[config.mk]
export PLATFORM = sky130hd
export DESIGN_NAME = fpadd_ctrl_flat
export DESIGN_NICKNAME = d
export VERILOG_FILES = /design/src/rtl/fpadd_ctrl_if.sv /design/src/rtl/fpadd_ctrl.sv /design/src/flat_wrapper.sv
export SDC_FILE = /design/constraint.sdc
export NUM_CORES = 1
export LEC_CHECK = 0
export CELL_PAD_IN_SITES_DETAIL_PLACEMENT = 1
export CELL_PAD_IN_SITES_GLOBAL_PLACEMENT = 2
export CORE_MARGIN = 2
export CORE_UTILIZATION = 37
export DETAILED_ROUTE_END_ITERATION = 8
export GPL_TIMING_DRIVEN = 0
export PLACE_DENSITY = 0.88
export SYNTH_ARGS = -nofsm -noshare
export SYNTH_HDL_FRONTEND = slang
export SYNTH_SLANG_ARGS = --single-unit
[constraint.sdc]
create_clock -name clk -period 8.7 [get_ports clk]
set_clock_uncertainty 0.2 [all_clocks]
set_input_delay 1.74 -clock clk [delete_from_list [all_inputs] [get_ports clk]]
set_output_delay 1.74 -clock clk [all_outputs]
set_load 0.02 [all_outputs]
[src/rtl/fpadd_ctrl_if.sv]
// rtl/fpadd_ctrl_if.sv - operand/result handshake bundle for fpadd_ctrl
interface fpadd_ctrl_if;
  logic        in_valid;
  logic        in_ready;
  logic [31:0] a;
  logic [31:0] b;
  logic        out_valid;
  logic        out_ready;
  logic [31:0] result;
  logic        ovf;
  logic        busy;

  modport master (
    output in_valid, a, b, out_ready,
    input  in_ready, out_valid, result, ovf, busy
  );

  modport slave (
    input  in_valid, a, b, out_ready,
    output in_ready, out_valid, result, ovf, busy
  );
endinterface

[src/rtl/fpadd_ctrl.sv]
// rtl/fpadd_ctrl.sv - multi-cycle binary32 adder: align, add, iterative normalize
// Optional FPADD_SPECIAL_EN: inf/NaN operands bypass straight to OUT with IEEE special results.
module fpadd_ctrl (
  input  logic         clk,
  input  logic         reset,
  fpadd_ctrl_if.slave  bus
);
  localparam logic [2:0] S_IDLE  = 3'd0;
  localparam logic [2:0] S_ALIGN = 3'd1;
  localparam logic [2:0] S_ADD   = 3'd2;
  localparam logic [2:0] S_NORM  = 3'd3;
  localparam logic [2:0] S_OUT   = 3'd4;

  logic [2:0]  r_state;
  logic [31:0] r_a;
  logic [31:0] r_b;
  logic        r_sign;
  logic        r_sub;
  logic [7:0]  r_exp;
  logic [23:0] r_big_m;
  logic [23:0] r_small_m;
  logic [24:0] r_sum;
  logic [31:0] r_result;
  logic        r_ovf;

  logic        w_alessb;
  logic [31:0] w_big;
  logic [31:0] w_small;
  logic [23:0] w_big_m;
  logic [23:0] w_small_m;
  logic [23:0] w_small_sh;
  logic [7:0]  w_shamt;
  logic        w_sat;
  logic        w_special;
  logic [31:0] w_special_res;

  // Magnitude compare on {exp,frac} guarantees e_big >= e_small, so shamt never wraps.
  assign w_alessb   = r_a[30:0] < r_b[30:0];
  assign w_big      = w_alessb ? r_b : r_a;
  assign w_small    = w_alessb ? r_a : r_b;
  assign w_big_m    = (w_big[30:23] == 8'd0)   ? 24'd0 : {1'b1, w_big[22:0]};
  assign w_small_m  = (w_small[30:23] == 8'd0) ? 24'd0 : {1'b1, w_small[22:0]};
  assign w_shamt    = w_big[30:23] - w_small[30:23];
  assign w_sat      = w_shamt[7] | w_shamt[6] | w_shamt[5] | (w_shamt[4] & w_shamt[3]);
  assign w_small_sh = w_sat ? 24'd0 : (w_small_m >> w_shamt[4:0]);

`ifdef FPADD_SPECIAL_EN
  logic w_a_max;
  logic w_b_max;
  logic w_nan;

  assign w_a_max   = bus.a[30:23] == 8'hFF;
  assign w_b_max   = bus.b[30:23] == 8'hFF;
  assign w_nan     = (w_a_max && bus.a[22:0] != 23'd0) || (w_b_max && bus.b[22:0] != 23'd0) ||
                     (w_a_max && w_b_max && (bus.a[31] != bus.b[31]));
  assign w_special = w_a_max | w_b_max;
  assign w_special_res = w_nan ? 32'h7FC00000 : (w_a_max ? bus.a : bus.b);
`else
  assign w_special     = 1'b0;
  assign w_special_res = 32'd0;
`endif

  always_ff @(posedge clk or posedge reset) begin
    if (reset) begin
      r_state   <= S_IDLE;
      r_a       <= 32'd0;
      r_b       <= 32'd0;
      r_sign    <= 1'b0;
      r_sub     <= 1'b0;
      r_exp     <= 8'd0;
      r_big_m   <= 24'd0;
      r_small_m <= 24'd0;
      r_sum     <= 25'd0;
      r_result  <= 32'd0;
      r_ovf     <= 1'b0;
    end else begin
      case (r_state)
        S_IDLE: begin
          if (bus.in_valid) begin
            r_a   <= bus.a;
            r_b   <= bus.b;
            r_ovf <= 1'b0;
            if (w_special) begin
              r_result <= w_special_res;
              r_state  <= S_OUT;
            end else begin
              r_state <= S_ALIGN;
            end
          end
        end
        S_ALIGN: begin
          r_exp     <= w_big[30:23];
          r_sign    <= w_big[31];
          r_sub     <= w_big[31] ^ w_small[31];
          r_big_m   <= w_big_m;
          r_small_m <= w_small_sh;
          r_state   <= S_ADD;
        end
        S_ADD: begin
          r_sum   <= r_sub ? ({1'b0, r_big_m} - {1'b0, r_small_m})
                           : ({1'b0, r_big_m} + {1'b0, r_small_m});
          r_state <= S_NORM;
        end
        S_NORM: begin
          if (r_sum == 25'd0) begin
            r_result <= 32'd0;
            r_state  <= S_OUT;
          end else if (r_sum[24]) begin
            if (r_exp >= 8'd254) begin
              r_result <= {r_sign, 8'hFF, 23'd0};
              r_ovf    <= 1'b1;
            end else begin
              r_result <= {r_sign, r_exp + 8'd1, r_sum[23:1]};
            end
            r_state <= S_OUT;
          end else if (r_sum[23]) begin
            r_result <= {r_sign, r_exp, r_sum[22:0]};
            r_state  <= S_OUT;
          end else if (r_exp <= 8'd1) begin
            r_result <= 32'd0;
            r_state  <= S_OUT;
          end else begin
            r_sum <= r_sum << 1;
            r_exp <= r_exp - 8'd1;
          end
        end
        S_OUT: begin
          if (bus.out_ready) r_state <= S_IDLE;
        end
        default: r_state <= S_IDLE;
      endcase
    end
  end

  assign bus.in_ready  = (r_state == S_IDLE);
  assign bus.busy      = (r_state != S_IDLE);
  assign bus.out_valid = (r_state == S_OUT);
  assign bus.result    = r_result;
  assign bus.ovf       = r_ovf;
endmodule

[src/flat_wrapper.sv]
// flat-port wrapper written by rule: the top's interface ports become plain ports
module fpadd_ctrl_flat 
  (clk, reset, bus_in_valid, bus_a, bus_b, bus_out_ready, bus_in_ready, bus_out_valid, bus_result, bus_ovf, bus_busy);
  fpadd_ctrl_if bus_i ();
  input  logic clk;
  input  logic reset;
  input wire logic [$bits(bus_i.in_valid)-1:0] bus_in_valid;
  input wire logic [$bits(bus_i.a)-1:0] bus_a;
  input wire logic [$bits(bus_i.b)-1:0] bus_b;
  input wire logic [$bits(bus_i.out_ready)-1:0] bus_out_ready;
  output wire logic [$bits(bus_i.in_ready)-1:0] bus_in_ready;
  output wire logic [$bits(bus_i.out_valid)-1:0] bus_out_valid;
  output wire logic [$bits(bus_i.result)-1:0] bus_result;
  output wire logic [$bits(bus_i.ovf)-1:0] bus_ovf;
  output wire logic [$bits(bus_i.busy)-1:0] bus_busy;
  assign bus_i.in_valid = bus_in_valid;
  assign bus_i.a = bus_a;
  assign bus_i.b = bus_b;
  assign bus_i.out_ready = bus_out_ready;
  assign bus_in_ready = bus_i.in_ready;
  assign bus_out_valid = bus_i.out_valid;
  assign bus_result = bus_i.result;
  assign bus_ovf = bus_i.ovf;
  assign bus_busy = bus_i.busy;
  fpadd_ctrl u_core (.clk(clk), .reset(reset), .bus(bus_i));
endmodule
After elaboration in Yosys (flattened, before gate mapping):

Cells that the tools add are included.

* output and inout port bits: 36
* bits in latches: 0
* memory bits (read-only): 0
* flip-flop bits (word level): 183
* memory bits (writable): 0
* word-level logic and storage cells: 90
* memories: 0

* divide/modulo/power cells: 0
* multiplexer cells: 33
* multipliers: 0
* bitwise gates (word level): 5
* reductions and logical operators: 17
* add/subtract/negate cells: 5
* shifts and indexed selects: 1
* $lt $le $gt $ge: 3
* eq/ne operators: 13

Operators with widths (count)
* $mux 32: 6
* $mux 25: 4
* $mux 24: 4
* $pmux 25 s2: 1
* $mux 8: 4
* $lt 31x31->1: 1
* $mux 31: 1
* $add 24x24->25: 1
* $logic_not 25->1: 1
* $sub 24x24->25: 1
* $shr 24x5->24: 1
* $mux 3: 6
* $logic_not 8->1: 2
* $pmux 8 s2: 1
* $pmux 3 s5: 1
* $reduce_and 5->1: 3
* $ne 2x2->1 const B: 6
* $add 8x1->8 const B: 1
* $ge 8x8->1 const B: 1
* $le 8x1->1 const B: 1
* $sub 8x1->8 const B: 1
* $sub 8x8->8: 1
* $eq 3x2->1 const B: 2
* $reduce_and 2->1: 3
* 14 further kinds: 23

Depth between registers and ports, before layout:

* word-level depth: 7
* depth in mapped cells: 19
* mapped depth without buffers: 18

Worst setup path before layout:

OpenSTA, ideal clock, no wires.

* kind: register to register
* from: register u_core.r_b[29]
* to: register u_core.r_small_m[1]
* clock period less this slack: 4.297 ns
* library setup time: 0.121 ns
* path buffers: 1
* arrival: 3.976 ns
* slack: 4.403 ns
* required time: 8.379 ns
* stages on the path, launching flop included: 16
* cell sequence: dfrtp_1 -> inv_1 -> ha_1 -> a21oi_1 -> nand2_1 -> a221oi_1 -> a21boi_2 -> o21a_2 -> mux2i_1 -> ha_1 -> a2111oi_2 -> or3_1 -> buf_2 -> mux4_2 -> a221o_1 -> a22o_1

* word-level cells in the longest chain between the ends: 7
* elaborated cells between the ends (all ways): 12
* classes of those cells: 1 x add/sub; 1 x order compare; 1 x shift; 4 x mux; 4 x bitwise; 1 x reduce/logical

Ends and longest elaborated chain
* start, declared: line fpadd_ctrl.sv:16 `logic [31:0] r_b;`
* start signal, assigned: line fpadd_ctrl.sv:81 `r_b <= bus.b;`
* parallel branches: the longest is 6 deep, another holds $lt 31x31->1
* $mux 24 *: line fpadd_ctrl.sv:45 `assign w_small_sh = w_sat ? 24'd0 : (w_small_m >> w_shamt[4:0]);`
* end signal, assigned: line fpadd_ctrl.sv:96 `r_small_m <= w_small_sh;`
* end, declared: line fpadd_ctrl.sv:21 `logic [23:0] r_small_m;`

Every way passes the cells marked *.
A chain may end at the register's enable or synchronous reset.

Final worst setup path:

* from: register u_core.r_b[18]
* to: register u_core.r_small_m[11]

The elaborated chain is that of the path after synthesis.

==> results.tsv <==
metric	value	unit
outcome	finished, final reports clean	
antenna_found_initial	0	
place.gp.congestion	0.8859	
drc	0	
rsz0062_at_grt	false	
syn_inst	1311	
drt-wirelength-per-cell	20.90	µm
min_period	5.299	ns
io_buffers	103	
yosysSeqAreaShare	38.16	%
first_pass_iters	5	
fin_crit_sh	60.91	%
htree_levels	4	
synth_compound_area_share	22.13	%
ios	104	
ys_ff_latch	183	
cp_max_fo	10	
synth_async_sr_flop_share	100.0	%
core-area	31720	µm²
reg2reg_slack	3.40	ns
yosysWarnings	0	
grt_max_degree	116	
clkSinkCount	183	
hold_class	flip-flop to flip-flop	
worst_pin_slew	1.020	ns
crit_path_end_kind	flip-flop	
fmax	188.7	MHz
root_buffer	clkbuf_16	
cts_buffers	17	
cp_data_required_time	8.84	ns
synthSimpleGateAreaFrac	14.42	%
setup_violations	0	
final_nets	1563	
ant_nets	0	
final_util	44.64	%
drive_above_1_share	8.293	%
synth_nets	1440	
drv_cap	0	
post_cts_buffers	0	
worstSetupPathType	flip-flop to flip-flop	
pre_cts_slack	3.429	ns
synth.area.mux_share	10.73	%
synth_ff_type	dfrtp_1	
via_per_inst	5.717	
finalHoldViolations	0	
synth_area	12000	µm²
maxSlewViolCount	0	
vias	10576	
start_util	37.84	%
cts.path.max_buffers	2	
synth_top_family_by_area	compound AO/OA/AOI/OAI gates	
grtUsageTotal	23.66	%
yosys.area_share.xor_xnor	3.649	%
start_kind	flip-flop	
grt_overflow	0	
cts_tree	yes	
die_w	184.1	µm
synth_cell_types	73	
clock_latency	0.46	ns
dieHeight	184.1	µm
wl	38.66	mm
rows	65	
syn2layout_area_growth	17.96	%
synth-edff-count	0	
setup_slack	3.401	ns
drt_iter0_markers	637	
cp.arrival	5.44	ns
syn_area_per_cell	9.154	µm²
synth-adder-area-share	6.422	%
hpwl	30.35	mm
grt_pass1_vias	11161	
clkSlewWorstSetupHoldPaths	0.07	ns
ctsHoldBuffers	0	
grt_pass1_wl	62.13	mm
die-area	33890	µm²
slew_headroom	31.31	%
cts_resized	0	
==> through the flow <==
stage | TNS (ns) | hold WS, ns | std cells | instance area (µm²)
after detailed placement | 0 | 0.2696 | 1817 | 13570
after global placement | -165.93 | 0.2590 | 1816 | 13540
after CTS | 0 | 0.2847 | 1849 | 14150
after floorplan | 0 | 0.2536 | 1311 | 12000
after global routing | 0 | 0.3034 | 1849 | 14150
final | 0 | 0.2763 | 1850 | 14160
==> layout make-up <==
| class | instances | area (µm²) |
|---|---|---|
| well taps | 402 | 503.0 |
| plain buffers | 78 | 302.8 |
| clock inverters | 15 | 158.9 |
| clock buffers | 17 | 425.4 |
| flip-flops and latches | 183 | 4579 |
| multi-input cells | 987 | 6883 |
| fillers | 3695 | 17560 |
| diodes | 1 | 2.502 |
| repair buffers | 104 | 1059 |
| inverters | 63 | 244.0 |
==> flip-flops by register name, summed over array words and instances, names as in the netlist <==
| name | cells |
|---|---|
| u_core.r_state | 3 |
| u_core.r_exp | 8 |
| u_core.r_big_m | 24 |
| u_core.r_a | 32 |
| u_core.r_sub | 1 |
| u_core.bus.ovf | 1 |
| u_core.r_b | 32 |
| u_core.r_sign | 1 |
| u_core.r_sum | 25 |
| u_core.r_small_m | 24 |
| u_core.bus.result | 32 |
==> kinds of logic after synthesis <==
family | after synthesis
and+or+nand+nor | 372
xor gates and xnor gates | 50
buffers and inverters | 141
AOI/OAI and AO/OA | 415
adders and majority gates | 61
DFF | 183
muxes | 89
==> path summary, 6_finish.rpt <==
path | startpoint | endpoint | cells past startpoint
max in group asynchronous | reset | u_core.r_b[13] | 3
setup / recovery | u_core.r_b[18] | u_core.r_small_m[11] | 17
min in group asynchronous | reset | u_core.r_exp[2] | 2
setup reg to reg | u_core.r_b[18] | u_core.r_small_m[11] | 17
hold / removal | u_core.bus.result[17] | u_core.bus.result[17] | 2
hold reg to reg | u_core.bus.result[17] | u_core.bus.result[17] | 2
==> critical path, stage by stage (launching register included) <==
cell and delay (ns):
dfrtp_1 0.38, inv_1 0.08, ha_1 0.32, a21oi_1 0.15
o21ai_0 0.28, a211oi_1 0.33, o211a_1 0.42, o21a_2 0.25
mux2i_1 0.14, ha_1 0.25, a2111oi_2 0.61, or3_1 0.24
buf_2 0.29, buf_2 0.30, mux2i_1 0.23, o22ai_1 0.16
mux2_2 0.32, a22o_1 0.21
==> placed cells by master, fill, tap and decap left out, types with 13 or more instances in the layout <==
cell type | synthesis | routed
mux4_2 | 28 | 28
o21ai_0 | 127 | 127
clkdlybuf4s50_1 | 0 | 103
clkbuf_16 | 0 | 17
a21o_1 | 13 | 13
clkbuf_1 | 71 | 71
a22o_1 | 27 | 27
nor3_1 | 18 | 18
nor2_1 | 113 | 113
mux2i_1 | 24 | 24
nand2_1 | 143 | 143
mux2_2 | 37 | 37
inv_1 | 63 | 62
dfrtp_1 | 183 | 183
a22oi_1 | 51 | 51
ha_1 | 60 | 60
nand3_1 | 19 | 19
a21oi_1 | 99 | 99
xnor2_1 | 41 | 41
o211ai_1 | 13 | 13
==> cells in the mapped netlist (3+ instances only) <==
| cell type | number | area (µm²) |
|---|---|---|
| a211oi_1 | 5 | 37.54 |
| a21boi_0 | 3 | 22.52 |
| a21o_1 | 13 | 97.59 |
| a21oi_1 | 99 | 495.5 |
| a221oi_1 | 3 | 26.28 |
| a22o_1 | 27 | 236.5 |
| a22oi_1 | 51 | 382.9 |
| a311oi_1 | 3 | 26.28 |
| a31oi_1 | 10 | 62.56 |
| and2_1 | 8 | 50.05 |
| and3_1 | 5 | 31.28 |
| and3b_1 | 3 | 26.28 |
| buf_2 | 5 | 25.02 |
| clkbuf_1 | 71 | 266.5 |
| dfrtp_1 | 183 | 4579 |
| ha_1 | 60 | 750.7 |
| inv_1 | 63 | 236.5 |
| mux2_2 | 37 | 416.7 |
| mux2i_1 | 24 | 240.2 |
| mux4_2 | 28 | 630.6 |
| nand2_1 | 143 | 536.8 |
| nand2b_1 | 7 | 43.79 |
| nand3_1 | 19 | 95.09 |
| nand3b_1 | 3 | 22.52 |
| nand4_1 | 9 | 56.30 |
| nor2_1 | 113 | 424.2 |
| nor2b_1 | 10 | 62.56 |
| nor3_1 | 18 | 90.09 |
| nor4_1 | 11 | 68.82 |
| nor4b_4 | 3 | 71.32 |
| o211a_1 | 3 | 30.03 |
| o211ai_1 | 13 | 97.59 |
| o21a_1 | 6 | 45.04 |
| o21ai_0 | 127 | 635.6 |
| o21bai_1 | 8 | 60.06 |
| o221ai_1 | 3 | 26.28 |
| o22ai_1 | 9 | 56.30 |
| o31ai_1 | 3 | 22.52 |
| o32ai_1 | 4 | 35.03 |
| or3_1 | 7 | 43.79 |
| xnor2_1 | 41 | 359.1 |
| xor2_1 | 9 | 78.83 |
==> per-layer routing <==
metal | share of wire, % | GRT usage [%]
met5 | 0 | 0
met3 | 3.0 | 3.280
met1 | 45 | 30.73
met4 | 2.1 | 6.528
met2 | 50 | 41.22
Power is left out: the tool's default activity adds up to more than one toggle a clock period on the data nets, which glitch-free logic cannot reach.
